[src/rtl/stopwatch_ctrl_if.sv]
// Button inputs and control outputs of the stopwatch controller, bundled for port hookup.
`timescale 1ns/1ps
interface stopwatch_ctrl_if;
   logic       btn_clear;
   logic       btn_stop;
   logic       btn_lap;
   logic       btn_start;
   logic       tick;
   logic       count_en;
   logic       clear;
   logic       lap_capture;
   logic       show_lap;
   logic [1:0] state;

   modport master (
      output btn_clear, btn_stop, btn_lap, btn_start,
      input  tick, count_en, clear, lap_capture, show_lap, state
   );

   modport slave (
      input  btn_clear, btn_stop, btn_lap, btn_start,
      output tick, count_en, clear, lap_capture, show_lap, state
   );
endinterface

[src/rtl/stopwatch_ctrl.sv]
// Stopwatch control: button sync/debounce, tick prescaler, IDLE/RUN/PAUSE FSM and lap-hold timer.
`timescale 1ns/1ps
module stopwatch_ctrl #(
   parameter int unsigned DIV      = 1200000,
   parameter int unsigned DEB      = 16,
   parameter int unsigned LAP_HOLD = 20
) (
   input logic             CLK,
   input logic             RST,
   stopwatch_ctrl_if.slave sw
);
   localparam int unsigned CntW = $clog2(DIV);

   typedef enum logic [1:0] {
      StIdle  = 2'b00,
      StRun   = 2'b01,
      StPause = 2'b10
   } state_e;

   // Button vector order: [0] clear, [1] stop, [2] lap, [3] start
   logic [3:0]      raw;
   logic [3:0]      sync1_q, sync2_q;
   logic [3:0]      level_q, level_d;
   logic [3:0]      prev_q, ev_q;
   logic [3:0][7:0] deb_cnt_q, deb_cnt_d;

   logic [CntW-1:0] pre_q, pre_d;
   logic            tick_next;

   state_e          state_q, state_d;
   logic [4:0]      lap_q, lap_d;
   logic            lap_acc;
   logic            ev_clr, ev_stop, ev_start, ev_lap;

   logic            tick_q, count_en_q, clear_q, lap_cap_q, show_q;

   assign raw = {sw.btn_start, sw.btn_lap, sw.btn_stop, sw.btn_clear};

   always_comb begin
      level_d   = level_q;
      deb_cnt_d = deb_cnt_q;
      for (int i = 0; i < 4; i++) begin
         if (sync2_q[i] == level_q[i]) begin
            deb_cnt_d[i] = '0;
         end else if (deb_cnt_q[i] == 8'(DEB - 1)) begin
            level_d[i]   = sync2_q[i];
            deb_cnt_d[i] = '0;
         end else begin
            deb_cnt_d[i] = deb_cnt_q[i] + 8'd1;
         end
      end
   end

   assign tick_next = (pre_q == CntW'(DIV - 1));
   assign pre_d     = tick_next ? '0 : pre_q + CntW'(1);

   // Fixed priority: clear > stop > start > lap
   assign ev_clr   = ev_q[0];
   assign ev_stop  = ev_q[1] & ~ev_q[0];
   assign ev_start = ev_q[3] & ~ev_q[1] & ~ev_q[0];
   assign ev_lap   = ev_q[2] & ~ev_q[3] & ~ev_q[1] & ~ev_q[0];

   always_comb begin
      state_d = state_q;
      lap_acc = 1'b0;
      if (ev_clr) begin
         state_d = StIdle;
      end else if (ev_stop) begin
         if (state_q == StRun) state_d = StPause;
      end else if (ev_start) begin
         if (state_q != StRun) state_d = StRun;
      end else if (ev_lap) begin
         lap_acc = (state_q != StIdle);
      end
   end

   always_comb begin
      lap_d = lap_q;
      if (ev_clr) begin
         lap_d = '0;
      end else if (lap_acc) begin
         lap_d = 5'(LAP_HOLD);
      end else if (tick_q && (lap_q != 5'd0)) begin
         lap_d = lap_q - 5'd1;
      end
   end

   always_ff @(posedge CLK or posedge RST) begin
      if (RST) begin
         sync1_q    <= '0;
         sync2_q    <= '0;
         level_q    <= '0;
         prev_q     <= '0;
         ev_q       <= '0;
         deb_cnt_q  <= '0;
         pre_q      <= '0;
         state_q    <= StIdle;
         lap_q      <= '0;
         tick_q     <= 1'b0;
         count_en_q <= 1'b0;
         clear_q    <= 1'b0;
         lap_cap_q  <= 1'b0;
         show_q     <= 1'b0;
      end else begin
         sync1_q    <= raw;
         sync2_q    <= sync1_q;
         level_q    <= level_d;
         deb_cnt_q  <= deb_cnt_d;
         prev_q     <= level_q;
         ev_q       <= level_q & ~prev_q;
         pre_q      <= pre_d;
         state_q    <= state_d;
         lap_q      <= lap_d;
         tick_q     <= tick_next;
         // Pre-transition state gates counting
         count_en_q <= tick_next && (state_q == StRun) && !ev_clr;
         clear_q    <= ev_clr;
         lap_cap_q  <= lap_acc;
         show_q     <= (lap_d != 5'd0);
      end
   end

   assign sw.tick        = tick_q;
   assign sw.count_en    = count_en_q;
   assign sw.clear       = clear_q;
   assign sw.lap_capture = lap_cap_q;
   assign sw.show_lap    = show_q;
   assign sw.state       = state_q;
endmodule

[src/flat_wrapper.sv]
// flat-port wrapper written by rule: the top's interface ports become plain ports
module stopwatch_ctrl_flat 
#(
   parameter int unsigned DIV      = 1200000,
   parameter int unsigned DEB      = 16,
   parameter int unsigned LAP_HOLD = 20
)
  (CLK, RST, sw_btn_clear, sw_btn_stop, sw_btn_lap, sw_btn_start, sw_tick, sw_count_en, sw_clear, sw_lap_capture, sw_show_lap, sw_state);
  stopwatch_ctrl_if sw_i ();
  input logic CLK;
  input logic RST;
  input wire logic [$bits(sw_i.btn_clear)-1:0] sw_btn_clear;
  input wire logic [$bits(sw_i.btn_stop)-1:0] sw_btn_stop;
  input wire logic [$bits(sw_i.btn_lap)-1:0] sw_btn_lap;
  input wire logic [$bits(sw_i.btn_start)-1:0] sw_btn_start;
  output wire logic [$bits(sw_i.tick)-1:0] sw_tick;
  output wire logic [$bits(sw_i.count_en)-1:0] sw_count_en;
  output wire logic [$bits(sw_i.clear)-1:0] sw_clear;
  output wire logic [$bits(sw_i.lap_capture)-1:0] sw_lap_capture;
  output wire logic [$bits(sw_i.show_lap)-1:0] sw_show_lap;
  output wire logic [$bits(sw_i.state)-1:0] sw_state;
  assign sw_i.btn_clear = sw_btn_clear;
  assign sw_i.btn_stop = sw_btn_stop;
  assign sw_i.btn_lap = sw_btn_lap;
  assign sw_i.btn_start = sw_btn_start;
  assign sw_tick = sw_i.tick;
  assign sw_count_en = sw_i.count_en;
  assign sw_clear = sw_i.clear;
  assign sw_lap_capture = sw_i.lap_capture;
  assign sw_show_lap = sw_i.show_lap;
  assign sw_state = sw_i.state;
  stopwatch_ctrl #(.DIV(DIV), .DEB(DEB), .LAP_HOLD(LAP_HOLD)) u_core (.CLK(CLK), .RST(RST), .sw(sw_i));
endmodule
[config.mk]
export PLATFORM = sky130hd
export DESIGN_NAME = stopwatch_ctrl_flat
export DESIGN_NICKNAME = d
export VERILOG_FILES = /design/src/rtl/stopwatch_ctrl_if.sv /design/src/rtl/stopwatch_ctrl.sv /design/src/flat_wrapper.sv
export SDC_FILE = /design/constraint.sdc
export NUM_CORES = 1
export LEC_CHECK = 0
export BUFFER_PORTS_ARGS = -buffer_cell sky130_fd_sc_hd__buf_4
export CORE_MARGIN = 8
export CORE_UTILIZATION = 55
export DETAILED_ROUTE_END_ITERATION = 10
export PLACE_DENSITY = 0.72
export SLEW_MARGIN = 0
export SYNTH_ARGS = -nofsm -noshare
export SYNTH_HDL_FRONTEND = slang
export SYNTH_SLANG_ARGS = --single-unit
[constraint.sdc]
create_clock -name CLK -period 2.9 [get_ports CLK]
set_input_delay 0.145 -clock CLK [delete_from_list [all_inputs] [get_ports CLK]]
set_output_delay 0.145 -clock CLK [all_outputs]
set_load 0.05 [all_outputs]
==> results of run 1 <==
==> layer usage <==
metal  global-route usage, %  vias to the layer above
met4                    7.57                        0
met1                    19.6                     1058
met2                    20.7                       25
met5                       0                        -
li1                        -                     1095
met3                    4.13                       11
==> timing repair <==
item / in CTS / in global routing
setup endpoints to repair: 0 / 0
setup buffers: 0 / 0
hold buffers: 5 / 0
hold endpoints to repair: 43 / 0
==> layout make-up <==
class	instances	area share, %
Clock buffer	13	4.22
Clock inverter	3	1.06
Inverter	5	0.500
Multi-Input combinational cell	215	34.7
Sequential cell	85	53.1
Tap cell	77	2.40
Timing Repair Buffer	18	4.00
==> where the power goes <==
group          leakage, nW  switching (mW)  internal (mW)
logic                0.680          0.0413         0.0276
registers             1.14          0.0152           1.20
clock network        0.106           0.405          0.468
==> metrics by stage <==
step	cell area [sq um]	setup WS (ns)
3_5_place_dp	3740	0.964
4_1_cts	4010	0.952
2_1_floorplan	3550	0.562
6_report	4010	0.959
3_3_place_gp	3740	1.04
5_1_grt	4010	0.787
==> worst register-to-register path, stage by stage (launching register included) <==
cell and delay (ns):
sky130_fd_sc_hd__dfrtp_1 0.42, sky130_fd_sc_hd__inv_1 0.10, sky130_fd_sc_hd__ha_1 0.17, sky130_fd_sc_hd__or4b_4 0.49, sky130_fd_sc_hd__nand3b_2 0.10, sky130_fd_sc_hd__a21oi_2 0.06
sky130_fd_sc_hd__or4_1 0.49
==> logic make-up (layout without fill, tap and decap cells) <==
logic type / count (synthesis) / after routing / synth area share [%]
AOI/OAI and AO/OA: 14 / 14 / 2.75
xor gates and xnor gates: 50 / 50 / 12.3
adders and majority gates: 6 / 6 / 2.12
buffers and inverters: 8 / 39 / 0.846
DFF: 85 / 85 / 59.9
muxes: 6 / 6 / 1.83
and+or+nand+nor: 139 / 139 / 20.2
==> path summary, 6_finish.rpt <==
| path | from | slack, ns | cells after the start | end |
|---|---|---|---|---|
| max | u_core.lap_q[0]$_DFF_PP0_ | 0.96 | 6 | u_core.sw.show_lap$_DFF_PP0_ |
| min | u_core.sync1_q[1]$_DFF_PP0_ | 0.35 | 0 | u_core.sync2_q[1]$_DFF_PP0_ |
| max reg2reg | u_core.lap_q[0]$_DFF_PP0_ | 0.96 | 6 | u_core.sw.show_lap$_DFF_PP0_ |
| min reg2reg | u_core.sync1_q[1]$_DFF_PP0_ | 0.35 | 0 | u_core.sync2_q[1]$_DFF_PP0_ |
| max in group asynchronous | RST | 1.82 | 4 | u_core.sync2_q[3]$_DFF_PP0_ |
| min in group asynchronous | RST | 0.43 | 3 | u_core.sync1_q[0]$_DFF_PP0_ |
==> cells in the final DEF (no fill, tap or decap), types with 4 or more instances in the layout <==
cell and n:
sky130_fd_sc_hd__inv_1 4, sky130_fd_sc_hd__nor2b_1 5, sky130_fd_sc_hd__clkbuf_8 12, sky130_fd_sc_hd__mux2_2 4, sky130_fd_sc_hd__buf_4 12, sky130_fd_sc_hd__nor4_1 5
sky130_fd_sc_hd__nor2_1 46, sky130_fd_sc_hd__a21oi_1 4, sky130_fd_sc_hd__nand4_1 12, sky130_fd_sc_hd__nand3_1 16, sky130_fd_sc_hd__ha_1 6, sky130_fd_sc_hd__xor2_1 28
sky130_fd_sc_hd__xnor2_1 22, sky130_fd_sc_hd__dfrtp_1 85, sky130_fd_sc_hd__and2_1 10, sky130_fd_sc_hd__nand2_1 19, sky130_fd_sc_hd__dlygate4sd3_1 5, sky130_fd_sc_hd__and3_1 14
==> flip-flops by register name (all words and copies together), names as in the netlist <==
signal / flops
u_core.sw.clear: 1
u_core.sw.show_lap: 1
u_core.sw.state: 2
u_core.prev_q: 4
u_core.sw.tick: 1
u_core.sync1_q: 4
u_core.ev_q: 4
u_core.sw.count_en: 1
u_core.pre_q: 21
u_core.sync2_q: 4
u_core.deb_cnt_q: 32
u_core.lap_q: 5
u_core.level_q: 4
u_core.sw.lap_capture: 1
==> reports/summary.md, run 1 <==
The cell taking the most area after synthesis is sky130_fd_sc_hd__dfrtp_1. The count of distinct cell types in the synthesized netlist was 35. The worst clock skew was 0.0116 ns; the number of DRC violations after detailed routing was 0. The total of buffers placed on input and output ports was 12; the post-synthesis instance total was 308. The number of top-level pins was 13; the sum of met2 wire segment lengths after detailed routing was 2.53 mm. The final layout contains routed wiring with a total length of 5.73 mm. Max-slew violation total from the final report: 0. For the number of placed instances, taps included, the log shows 395.

Category of the most critical setup path: reg2reg. In the detailed route, the total length drawn on met3 is 217 um. The post-route netlist has 12.1% of its cells at a drive strength greater than 1. The number of flops mapped to enable cells by yosys was 0. The kind of cell with the highest combined delay on the critical path is simple AND/OR/NAND/NOR gates. The clock passes through at most 2 buffers. Counting the fill cells in the layout gives 499. The number of buffer and inverter stages on the critical path came out at 1. For the standby leakage power, the log shows 1.93 nW. By count the netlist is led by 85 x sky130_fd_sc_hd__dfrtp_1, 46 x sky130_fd_sc_hd__nor2_1, 28 x sky130_fd_sc_hd__xor2_1. The later pin in the worst-skew pair is clocked with a latency of 0.35 ns.

The DRC violation total after the first TritonRoute iteration is 88, and the post-detailed-route via-to-cell ratio is 5.26. Number of warnings printed during yosys synthesis: 0. Maximum frequency from static timing analysis: 515 MHz.

In this run, synthesis produced a sequential element count of 85. In this design, the stage delay of the slowest critical-path cell is 0.49 ns. The largest individual stage delay along the critical path comes from the cell sky130_fd_sc_hd__or4b_4. For this run, the number of standard cells in the final layout without fillers is 416. At the pin with the least slew margin, the transition time is 0.785 ns. The CTS clock-pin slew for the worst setup and hold paths came out at 0.08 ns.

The average footprint of a synthesized cell is 11.5 sq um, and the number of violations of the max-capacitance limit is 0. The run gives 2189 as the via count. The worst hold margin came out at 0.352 ns. The number of global-route vias before repair was 2244; the area added between synthesis and finish was 12.9%.

The data required time at the worst endpoint is 3.13 ns. Clock tree synthesis found a total of 85 sinks. The initial antenna violation count is 0. The region available for standard cell placement spans 6310 sq um. The part of the Yosys area used for sequential elements came out at 59.9%. The synthesized netlist net count came out at 320. Of all flip-flops after synthesis, the portion carrying an async set or reset was 100%.

STA classifies the critical path endpoint as a register. The run gives 9280 sq um as the die outline area. The worst supply voltage drop on vdd came out at 339 uV. The logs give 0 for the final hold violation count and 9 for the number of buffers created by CTS. For the global route total overflow, the log shows 0. The routed design could run at a clock period as short as 1.94 ns. The floorplan has 29 rows.

The run gives 346 as the number of nets in the layout. Traced cell by cell, the critical path runs through inv_1 > ha_1 > or4b_4 > nand3b_2 > a21oi_2 > or4_1. The run gives 14.5% as the total routing resource utilization after global routing. The final critical path takes up 66.9% of the cycle. Summed over all nets, the half-perimeter wirelength after detailed placement is 3.87 mm. By area the synthesized netlist is led by sky130_fd_sc_hd__dfrtp_1 60%, sky130_fd_sc_hd__xor2_1 6.9%, sky130_fd_sc_hd__xnor2_1 5.4%. Setup repair after global routing left no endpoint under its margin.

Headroom to the max-slew limit came out at 47.5%. The run gives 3 as the maximum level of the CTS H-tree. TritonCTS built the clock tree. The first TritonRoute pass finished after 4 iterations. The flow ran to the end, and the final reports show no timing, DRC or antenna violations. The arrival time reported for the critical path endpoint came out at 2.17 ns.

For this block, wires on met1 add up to 2.87 mm. The tree is rooted in a sky130_fd_sc_hd__clkbuf_8. The worst-path maximum fanout is 4, and the average detailed-routed wire length per instance is 13.8 um. The min-delay analysis places its worst path in the category reg2reg. Setup violations remaining at the end of the flow were counted as 0.

Share of Yosys cell area claimed by the top area cell type: 59.9%. The power per unit of standard cell area came out at 539 nW/um^2. Across the whole layout, storage elements account for 2130 sq um. In the final timing run, aggregate negative setup slack is 0 ns. The antenna diode count came out at 0.

For this run, the share of the core covered by cells in the final layout is 63.5%. The area used by multi-input combinational logic came out at 1390 sq um. The detail route stage leaves a number of antenna-violating nets equal to 0. For this configuration, the core starts out at a cell density of 56.2%. The mapped cell area came out at 3550 sq um. Among all cell types in the netlist, the one instantiated most often is sky130_fd_sc_hd__dfrtp_1. After detailed routing, no signal wire sits above met4. The first global-routing pass estimated 10.3 mm of wire. For the total power after layout, the log shows 2.16 mW. In this run, post-CTS repair resized a total of 0 instances. The width of the chip was 96.3 um.

Startpoint kind of the worst setup timing path: a register. The chip height works out to 96.3 um. Routability-driven placement finished with a final weighted congestion of 0.787. In the synthesized netlist the dominant register cell turns out to be sky130_fd_sc_hd__dfrtp_1. The maximum number of pins on one net before global-route repair is 47.
Note: power is estimated with default switching activity, not from simulation.
==> inputs of run 2 (changes only) <==
==> constraint.sdc (replaced) <==
create_clock -name CLK -period 1.9 [get_ports CLK]
set_input_delay 0.095 -clock CLK [delete_from_list [all_inputs] [get_ports CLK]]
set_output_delay 0.095 -clock CLK [all_outputs]
set_load 0.05 [all_outputs]
==> reports/summary.md, run 2 (same netlist as run 1, synthesis figures left out) <==
The detailed placer's ending HPWL was 3.95 mm (+2.2%); the area added between synthesis and finish was 14.4%. The global route total overflow is 0 (unchanged), and the transition time at the pin with the least slew margin is 0.686 ns (-0.0990 ns). The highest cell delay on the worst timing path works out to 0.49 ns (about the same). Average detailed-routed wire length per instance: 14.0 um (+1.5%).

Final estimated routing congestion in global placement: 0.800 (+1.7%). Power per unit of standard cell area: 766 nW/um^2 (+42%). For the antenna diode count, the log shows 0 (unchanged). The width of the chip is 96.3 um (unchanged). The worst hold path begins at u_core.sync1_q[1]$_DFF_PP0_. The run gives 9280 sq um (unchanged) as the die outline area. The number of inserted filler cells in the final layout came out at 512 (+2.6%). The run gives 56.2% (unchanged) as the starting density of the core. The total power after layout came out at 3.11 mW (+44%). The number of stages on the worst hold path works out to 0 (unchanged). In this run the worst hold path is classified as reg2reg. The minimum setup slack among reg-to-reg paths was 0.06 ns (-0.90 ns).

The number of cell rows is 29 (unchanged), and the part of the cycle the worst path needs is 97.1% (+30 points). The worst setup path is of the reg2reg kind. The library cell used most frequently in the layout, excluding fill and tap cells, is sky130_fd_sc_hd__dfrtp_1.

Global-route wire length before repair: 10.4 mm (+1.4%). Number of nets in the layout: 354 (+2.3%). The run gives 3 (unchanged) as the maximum level of the CTS H-tree.

In the final layout, the registers with the most flip-flops are u_core.deb_cnt_q x32, u_core.pre_q x21, u_core.lap_q x5. The placeable core region was 6310 sq um (unchanged); the number of placed instances, taps included was 401 (+1.5%). The clock root buffer was sky130_fd_sc_hd__clkbuf_8.

Proportion of total power due to net switching: 22.0% (+0.64 points). The signal on the critical path passes through inv_2 > ha_4 > or4b_4 > nand3b_4 > a21oi_2 > or4_1. The internal power is 2.42 mW (+43%). Post-layout instance count excluding filler cells: 424 (+1.9%). Clock latency of the later-clocked register in the worst-skew pair: 0.33 ns (-0.02 ns). For the standby leakage power, the log shows 1.98 nW (+2.8%).

The post-detailed-route via-to-cell ratio was 5.31 (+0.85%); the area taken by flip-flops and latches was 2130 sq um (unchanged). The flow ran to the end, and the final reports show no timing, DRC or antenna violations. The arrival time reported for the critical path endpoint was 2.05 ns (-0.12 ns). The run gives 640 uV (+89%) as the worst supply voltage drop on vdd. The tools report the number of optimization iterations in the first detailed-route pass as 4 (unchanged). The total routing resource utilization after global routing was 14.5% (+0.052 points); the number of DRC violations after detailed routing was 0 (unchanged). The tools report the cell area after layout as 4060 sq um (+1.3%). The data required time at the worst endpoint is 2.11 ns (-1.02 ns), and the number of flip-flops in the largest register is 32 (unchanged).

The worst register-to-register path ends at u_core.sw.show_lap$_DFF_PP0_. The total of buffers placed on input and output ports works out to 12 (unchanged). STA classifies the critical path endpoint as a register. The maximum number of pins on one net before global-route repair was 57 (+21%); the area used by multi-input combinational logic was 1430 sq um (+2.6%). The number of top-level pins came out at 13 (unchanged). The DRC violation total after the first TritonRoute iteration was 109 (+24%); the portion of total power attributed to sequential cells was 59.9% (+3.5 points). Switching power: 0.683 mW (+48%).

The relative max-transition margin was 54.3% (+6.8 points); the number of global-route vias before repair was 2337 (+4.1%). The maximum frequency from static timing analysis is 542 MHz (+5.2%), and the worst clock skew is 0.00645 ns (-0.00512 ns). The worst setup path startpoint is u_core.lap_q[0]$_DFF_PP0_.

The library cell contributing the largest single delay on the critical path was sky130_fd_sc_hd__or4b_4. The logs give 36.7% (-3.7 points) for the clock power share and 5.93 mm (+3.5%) for the total length of routed wires. The power share of the combinational group was 3.4% (+0.2 points).

The tools report the final hold violation count as 0 (unchanged). The worst reg-to-reg path cell count was 6 (unchanged); the utilization after layout was 64.3% (+0.85 points). Leaving out fill and tap cells, the most frequent cells in the layout are 85 x sky130_fd_sc_hd__dfrtp_1, 46 x sky130_fd_sc_hd__nor2_1, 28 x sky130_fd_sc_hd__xor2_1. The logs give 3780 sq um (+0.94%) for the area after detailed placement and 0 (unchanged) for the initial antenna violation count. Endpoint of the worst hold path: u_core.sync2_q[1]$_DFF_PP0_. The via count is 2250 (+2.8%). Chip height: 96.3 um (unchanged).

The number of buffers created by CTS was 9 (unchanged). The antenna violation net count after detailed routing was 0 (unchanged); the share of cells above drive strength 1 was 15.0% (+2.9 points). The max-slew violation total from the final report was 0 (unchanged). The worst-path maximum fanout was 3 (-1). The logs give 0 (unchanged) for the final count of negative-setup-slack endpoints and 0 (unchanged) for the number of violations of the max-capacitance limit. TritonCTS built the clock tree.

The maximum buffer depth of the clock tree is 2 (unchanged). The CTS clock-pin slew for the worst setup and hold paths was 0.08 ns (about the same); the worst hold margin was 0.351 ns (-0.00143 ns). The startpoint kind of the worst setup timing path is a register. More flip-flops sit in one register than any other, and that register is u_core.deb_cnt_q. The worst register-to-register path begins at u_core.lap_q[0]$_DFF_PP0_. The clock sink total was 85 (unchanged); the final period demand of the worst path was 1.84 ns (-0.0968 ns).
run 2: cell count changes in the layout (fill, tap and decap cells not counted), sizes merged:
cell      before  now
buf           13   21
bufinv         1    0
clkinv         2    1
clkinvlp       1    3
run 2: timing repair:
action | 4_1_cts | 5_1_grt
pin swaps | 0 | 1
resized for setup | 1 | 6
hold endpoints to repair | 33 | 0
setup buffers | 1 | 1
endpoints found under the setup margin | 1 | 1
hold buffers | 5 | 0
run 2: how the worst max path moves through the flow:
stage / to / cells after the start
after global routing: u_core.sw.show_lap$_DFF_PP0_ / 6
after floorplan: u_core.sw.show_lap$_DFF_PP0_ / 4
final: u_core.sw.show_lap$_DFF_PP0_ / 6
after global placement: u_core.sw.show_lap$_DFF_PP0_ / 6
after detailed placement: u_core.sw.show_lap$_DFF_PP0_ / 6
after CTS: u_core.sw.show_lap$_DFF_PP0_ / 6
run 2: metal layers:
metal / part of all wire [%] / vias to the layer above / track usage [%] / wire length, um
met5: 0 / - / 0 / 0
met4: 2.3 / 0 / 7.94 / 136
met3: 2.1 / 12 / 2.89 / 126
met2: 48 / 23 / 22.7 / 2820
met1: 48 / 1105 / 18.7 / 2850
li1: - / 1110 / - / -
run 2: power by group through the flow:
stage               registers, mW  clock network, mW  logic, mW
floorplan                    1.89                  0     0.0671
global placement             1.90                  0     0.0976
detailed placement           1.90                  0      0.100
CTS                          1.86               1.18      0.111
global route                 1.87               1.25      0.126
finish                       1.86               1.14      0.106
run 2: worst max-delay path, delay by kind of cell, from the launching register on:
kind	cells	cell delay, ns
AND/OR/NAND/NOR	3	1.05
flip-flops	1	0.39
adder cells (fa/ha/maj)	1	0.13
buffers and inverters	1	0.09
AO/OA/AOI/OAI	1	0.06
run 2: through the flow:
| step | setup TNS [ns] | setup slack, ns |
|---|---|---|
| floorplan | 0 | 0.0412 |
| CTS | 0 | 0.00528 |
| global route | -0.00682 | -0.00682 |
| global placement | 0 | 0.0470 |
| finish | 0 | 0.0560 |
| detailed placement | -0.00891 | -0.00891 |
run 2: final cells by class:
class,instances,area share [%]
clock inverters,3,0.493
flip-flops and latches,85,52.4
inverters,5,0.555
multi-input cells,215,35.2
repair buffers,26,5.12
clock buffers,13,3.91
well taps,77,2.37
==> inputs of run 3 (changes only) <==
--- a/config.mk
+++ b/config.mk
@@ -5,10 +5,12 @@
 export SDC_FILE = /design/constraint.sdc
 export NUM_CORES = 1
 export LEC_CHECK = 0
+export ABC_AREA = 1
 export BUFFER_PORTS_ARGS = -buffer_cell sky130_fd_sc_hd__buf_4
 export CORE_MARGIN = 8
 export CORE_UTILIZATION = 55
 export DETAILED_ROUTE_END_ITERATION = 10
+export GPL_TIMING_DRIVEN = 0
 export PLACE_DENSITY = 0.72
 export SLEW_MARGIN = 0
 export SYNTH_ARGS = -nofsm -noshare
==> reports/summary.md, run 3 <==
The number of warnings printed during yosys synthesis was 0 (unchanged); the pre-CTS setup slack was 0.309 ns (+0.318 ns). The die outline area was 9930 sq um (+7.0%). The run gives 573 (+12%) as the number of inserted filler cells in the final layout.

The clock latency of the later-clocked register in the worst-skew pair was 0.35 ns (+0.02 ns); the antenna violation net count after detailed routing was 0 (unchanged). For the number of top-level pins, the log shows 13 (unchanged). The CTS clock-pin slew for the worst setup and hold paths is 0.08 ns (about the same), and the count of distinct cell types in the synthesized netlist is 24 (-31%). The width of the chip was 99.6 um (+3.4%). The run gives 0 ns (unchanged) as the aggregate negative setup slack. The power per unit of standard cell area was 767 nW/um^2 (+0.23%); the maximum buffer depth of the clock tree was 2 (unchanged). Setup repair after global routing left no endpoint under its margin. The run gives 123 (+13%) as the DRC violation total after the first TritonRoute iteration. Worst-path maximum fanout: 5 (+2). The transition time at the pin with the least slew margin is 0.522 ns (-0.164 ns), and the total length of routed wires is 6.44 mm (+8.6%). The number of flip-flops in the largest register works out to 32 (unchanged).

STA classifies the critical path endpoint as a register. TritonCTS built the clock tree. The tools report the total routing resource utilization after global routing as 14.5% (-0.048 points). The arrival time reported for the critical path endpoint was 1.85 ns (-0.20 ns); the global-route wire length before repair was 11.5 mm (+10%). Max-slew violation total from the final report: 0 (unchanged). Highest cell delay on the worst timing path: 0.40 ns (-0.09 ns). In the synthesized netlist the dominant register cell turns out to be sky130_fd_sc_hd__dfrtp_1.

The starting density of the core came out at 56.6% (+0.41 points). Number of buffer and inverter stages on the critical path: 1 (unchanged). Worst supply voltage drop on vdd: 410 uV (-36%).

In the layout the commonest cells are 85 x sky130_fd_sc_hd__dfrtp_1, 82 x sky130_fd_sc_hd__nand2_1, 73 x sky130_fd_sc_hd__inv_1. The run gives 0 (unchanged) as the global route total overflow. The startpoint kind of the worst setup timing path is a register. The run gives 2130 sq um (unchanged) as the area taken by flip-flops and latches.

Among all stages on the critical path, the largest delay is contributed by sky130_fd_sc_hd__dfrtp_1. The tools report the worst hold margin as 0.222 ns (-0.128 ns). The total of flip-flops plus latches after synthesis was 85 (unchanged); the part of the cycle the worst path needs was 84.3% (-13 points). The clock sink total is 85 (unchanged). The maximum number of pins on one net before global-route repair came out at 41 (-28%). The run gives 456 (+43%) as the synthesized netlist net count.

The maximum level of the CTS H-tree came out at 3 (unchanged). Ranked by instance count, the synthesized netlist is headed by 85 x sky130_fd_sc_hd__dfrtp_1, 82 x sky130_fd_sc_hd__nand2_1, 74 x sky130_fd_sc_hd__inv_1. The number of nets in the layout is 486 (+37%). The share of Yosys cell area claimed by the top area cell type is 55.3% (-4.6 points). The chip height came out at 99.6 um (+3.4%).

Number of cell rows: 30 (+3.4%). In the final layout, the registers with the most flip-flops are u_core.deb_cnt_q x32, u_core.pre_q x21, u_core.lap_q x5. The logs give 0.855 (+6.9%) for the final estimated routing congestion in global placement and 65.0% (+11 points) for the relative max-transition margin. The run gives 575 (+36%) as the post-layout instance count excluding filler cells.

For the number of violations of the max-capacitance limit, the log shows 0 (unchanged). For the via count, the log shows 2807 (+25%). Standby leakage power: 2.27 nW (+14%). The top register by number of flip-flops was u_core.deb_cnt_q. For the number of global-route vias before repair, the log shows 2675 (+14%). The category of the most critical setup path was reg2reg. For the antenna diode count, the log shows 0 (unchanged). The cell taking the most area after synthesis was sky130_fd_sc_hd__dfrtp_1.

For the maximum frequency from static timing analysis, the log shows 624 MHz (+15%). The part of the Yosys area used for sequential elements was 55.3% (-4.6 points); the post-detailed-route via-to-cell ratio was 4.88 (-8.0%). The run finished with clean final reports. The area used by multi-input combinational logic is 1430 sq um (about the same), and the placeable core region is 6790 sq um (+7.6%). The total of buffers placed on input and output ports works out to 12 (unchanged).

The initial antenna violation count was 0 (unchanged). After synthesis, the cell types taking the most area are sky130_fd_sc_hd__dfrtp_1 55%, sky130_fd_sc_hd__nand2_1 8.0%, sky130_fd_sc_hd__inv_1 7.2%. The total power after layout was 3.35 mW (+7.7%); the detailed placer's ending HPWL was 4.69 mm (+19%). The tools report the smallest setup slack after layout as 0.298 ns (+0.242 ns). The number of flops mapped to enable cells by yosys came out at 0 (unchanged).

The cell sitting at the root of the clock tree is a sky130_fd_sc_hd__clkbuf_8. The most frequent standard cell in the layout excluding fill and tap cells is sky130_fd_sc_hd__dfrtp_1. The post-synthesis async set-or-reset flop share was 100% (unchanged). The signal on the critical path passes through ha_1 > nand3_2 > nor3_1 > nand4_2 > inv_2 > nor2_1. The run gives 2.15 ns (+0.04 ns) as the data required time at the worst endpoint. The worst clock skew was 0.00545 ns (-0.000997 ns); the final period demand of the worst path was 1.60 ns (-0.242 ns).

The logs give 0 (-1) for the buffers inserted during post-CTS setup optimization and 444 (+44%) for the post-synthesis instance total. The share of cells above drive strength 1 is 10.9% (-4.1 points). The number of placed instances, taps included is 554 (+38%).

The logs give 5 (+1) for the number of optimization iterations in the first detailed-route pass and 0 (unchanged) for the final count of negative-setup-slack endpoints. Number of buffers created by CTS: 9 (unchanged). In this run the worst hold path is classified as in2async. The average detailed-routed wire length per instance works out to 11.2 um (-20%). By instance count, the leading cell after synthesis is sky130_fd_sc_hd__dfrtp_1. Average footprint of a synthesized cell: 8.66 sq um (-25%).

For the mapped cell area, the log shows 3850 sq um (+8.4%). The run gives 0 (unchanged) as the number of DRC violations after detailed routing. Kind of cell with the highest combined delay on the critical path: simple AND/OR/NAND/NOR gates. The final hold violation count came out at 0 (unchanged). The area growth from synthesis to layout is 13.5%.
[run 3: cell count changes in the layout (fill, tap and decap cells not counted), sizes merged, moves of 7 or more]
cell	before	now
nor3	1	11
and3	15	0
buf	21	14
and2	10	0
xor2	28	12
a21oi	5	14
nand3	16	33
nor2	46	76
nand2	19	86
inv	4	78
xnor2	22	8
o21ai	2	14
[run 3: power by group]
part	switching [mW]	leakage (nW)	internal (mW)
combinational	0.0698	1.02	0.0436
sequential	0.0180	1.14	1.84
clock	0.640	0.107	0.741
total	0.727	2.27	2.62
[run 3: worst register-to-register path: stages (launching register included)]
cell and delay, ns:
sky130_fd_sc_hd__dfrtp_1 0.40, sky130_fd_sc_hd__ha_1 0.24, sky130_fd_sc_hd__nand3_2 0.18, sky130_fd_sc_hd__nor3_1 0.22, sky130_fd_sc_hd__nand4_2 0.23, sky130_fd_sc_hd__inv_2 0.17
sky130_fd_sc_hd__nor2_1 0.06
[run 3: logic make-up (layout without fill, tap and decap cells)]
group,after synthesis,after routing,synth area share [%]
AO/OA/AOI/OAI,31,31,4.20
XOR/XNOR,20,20,4.55
adder cells (fa/ha/maj),6,6,1.95
buffers and inverters,78,113,7.61
flip-flops,85,85,55.3
AND/OR/NAND/NOR,224,224,26.4
[run 3: layout make-up]
cell class / instances / share of cell area, %
Clock buffer: 10 / 2.92
Clock inverter: 6 / 1.98
Inverter: 78 / 6.79
Multi-Input combinational cell: 281 / 32.7
Sequential cell: 85 / 48.7
Tap cell: 96 / 2.75
Timing Repair Buffer: 19 / 4.13
[run 3: final timing paths]
path | startpoint | cells past startpoint | end | slack, ns
setup reg to reg | u_core.pre_q[0]$_DFF_PP0_ | 6 | u_core.pre_q[20]$_DFF_PP0_ | 0.30
hold / removal | RST | 3 | u_core.deb_cnt_q[7]$_DFF_PP0_ | 0.22
min in group CLK | u_core.sync1_q[3]$_DFF_PP0_ | 0 | u_core.sync2_q[3]$_DFF_PP0_ | 0.35
hold reg to reg | u_core.sync1_q[3]$_DFF_PP0_ | 0 | u_core.sync2_q[3]$_DFF_PP0_ | 0.35
max in group asynchronous | RST | 4 | u_core.sw.lap_capture$_DFF_PP0_ | 1.22
setup / recovery | u_core.pre_q[0]$_DFF_PP0_ | 6 | u_core.pre_q[20]$_DFF_PP0_ | 0.30
[run 3: what timing repair did]
action                                  4_1_cts  5_1_grt
endpoints found under the setup margin        0        0
endpoints found under the hold margin        89        0
resized for setup                             0        0
hold buffers                                  5        0
[run 3: per-layer routing]
layer	vias up	part of all wire, %	wire length (um)	global-route usage, %
li1	1451	-	-	-
met1	1299	48	3110	18.3
met2	41	45	2900	21.9
met3	16	4.2	268	4.19
met4	0	2.5	163	7.80
met5	-	0	0	0
[run 3: stage by stage]
stage	area (sq um)	utilization [%]
5_1_grt	4360	64.2
3_5_place_dp	4100	60.3
4_1_cts	4360	64.2
2_1_floorplan	3850	-
6_report	4360	64.2
3_3_place_gp	4060	59.8
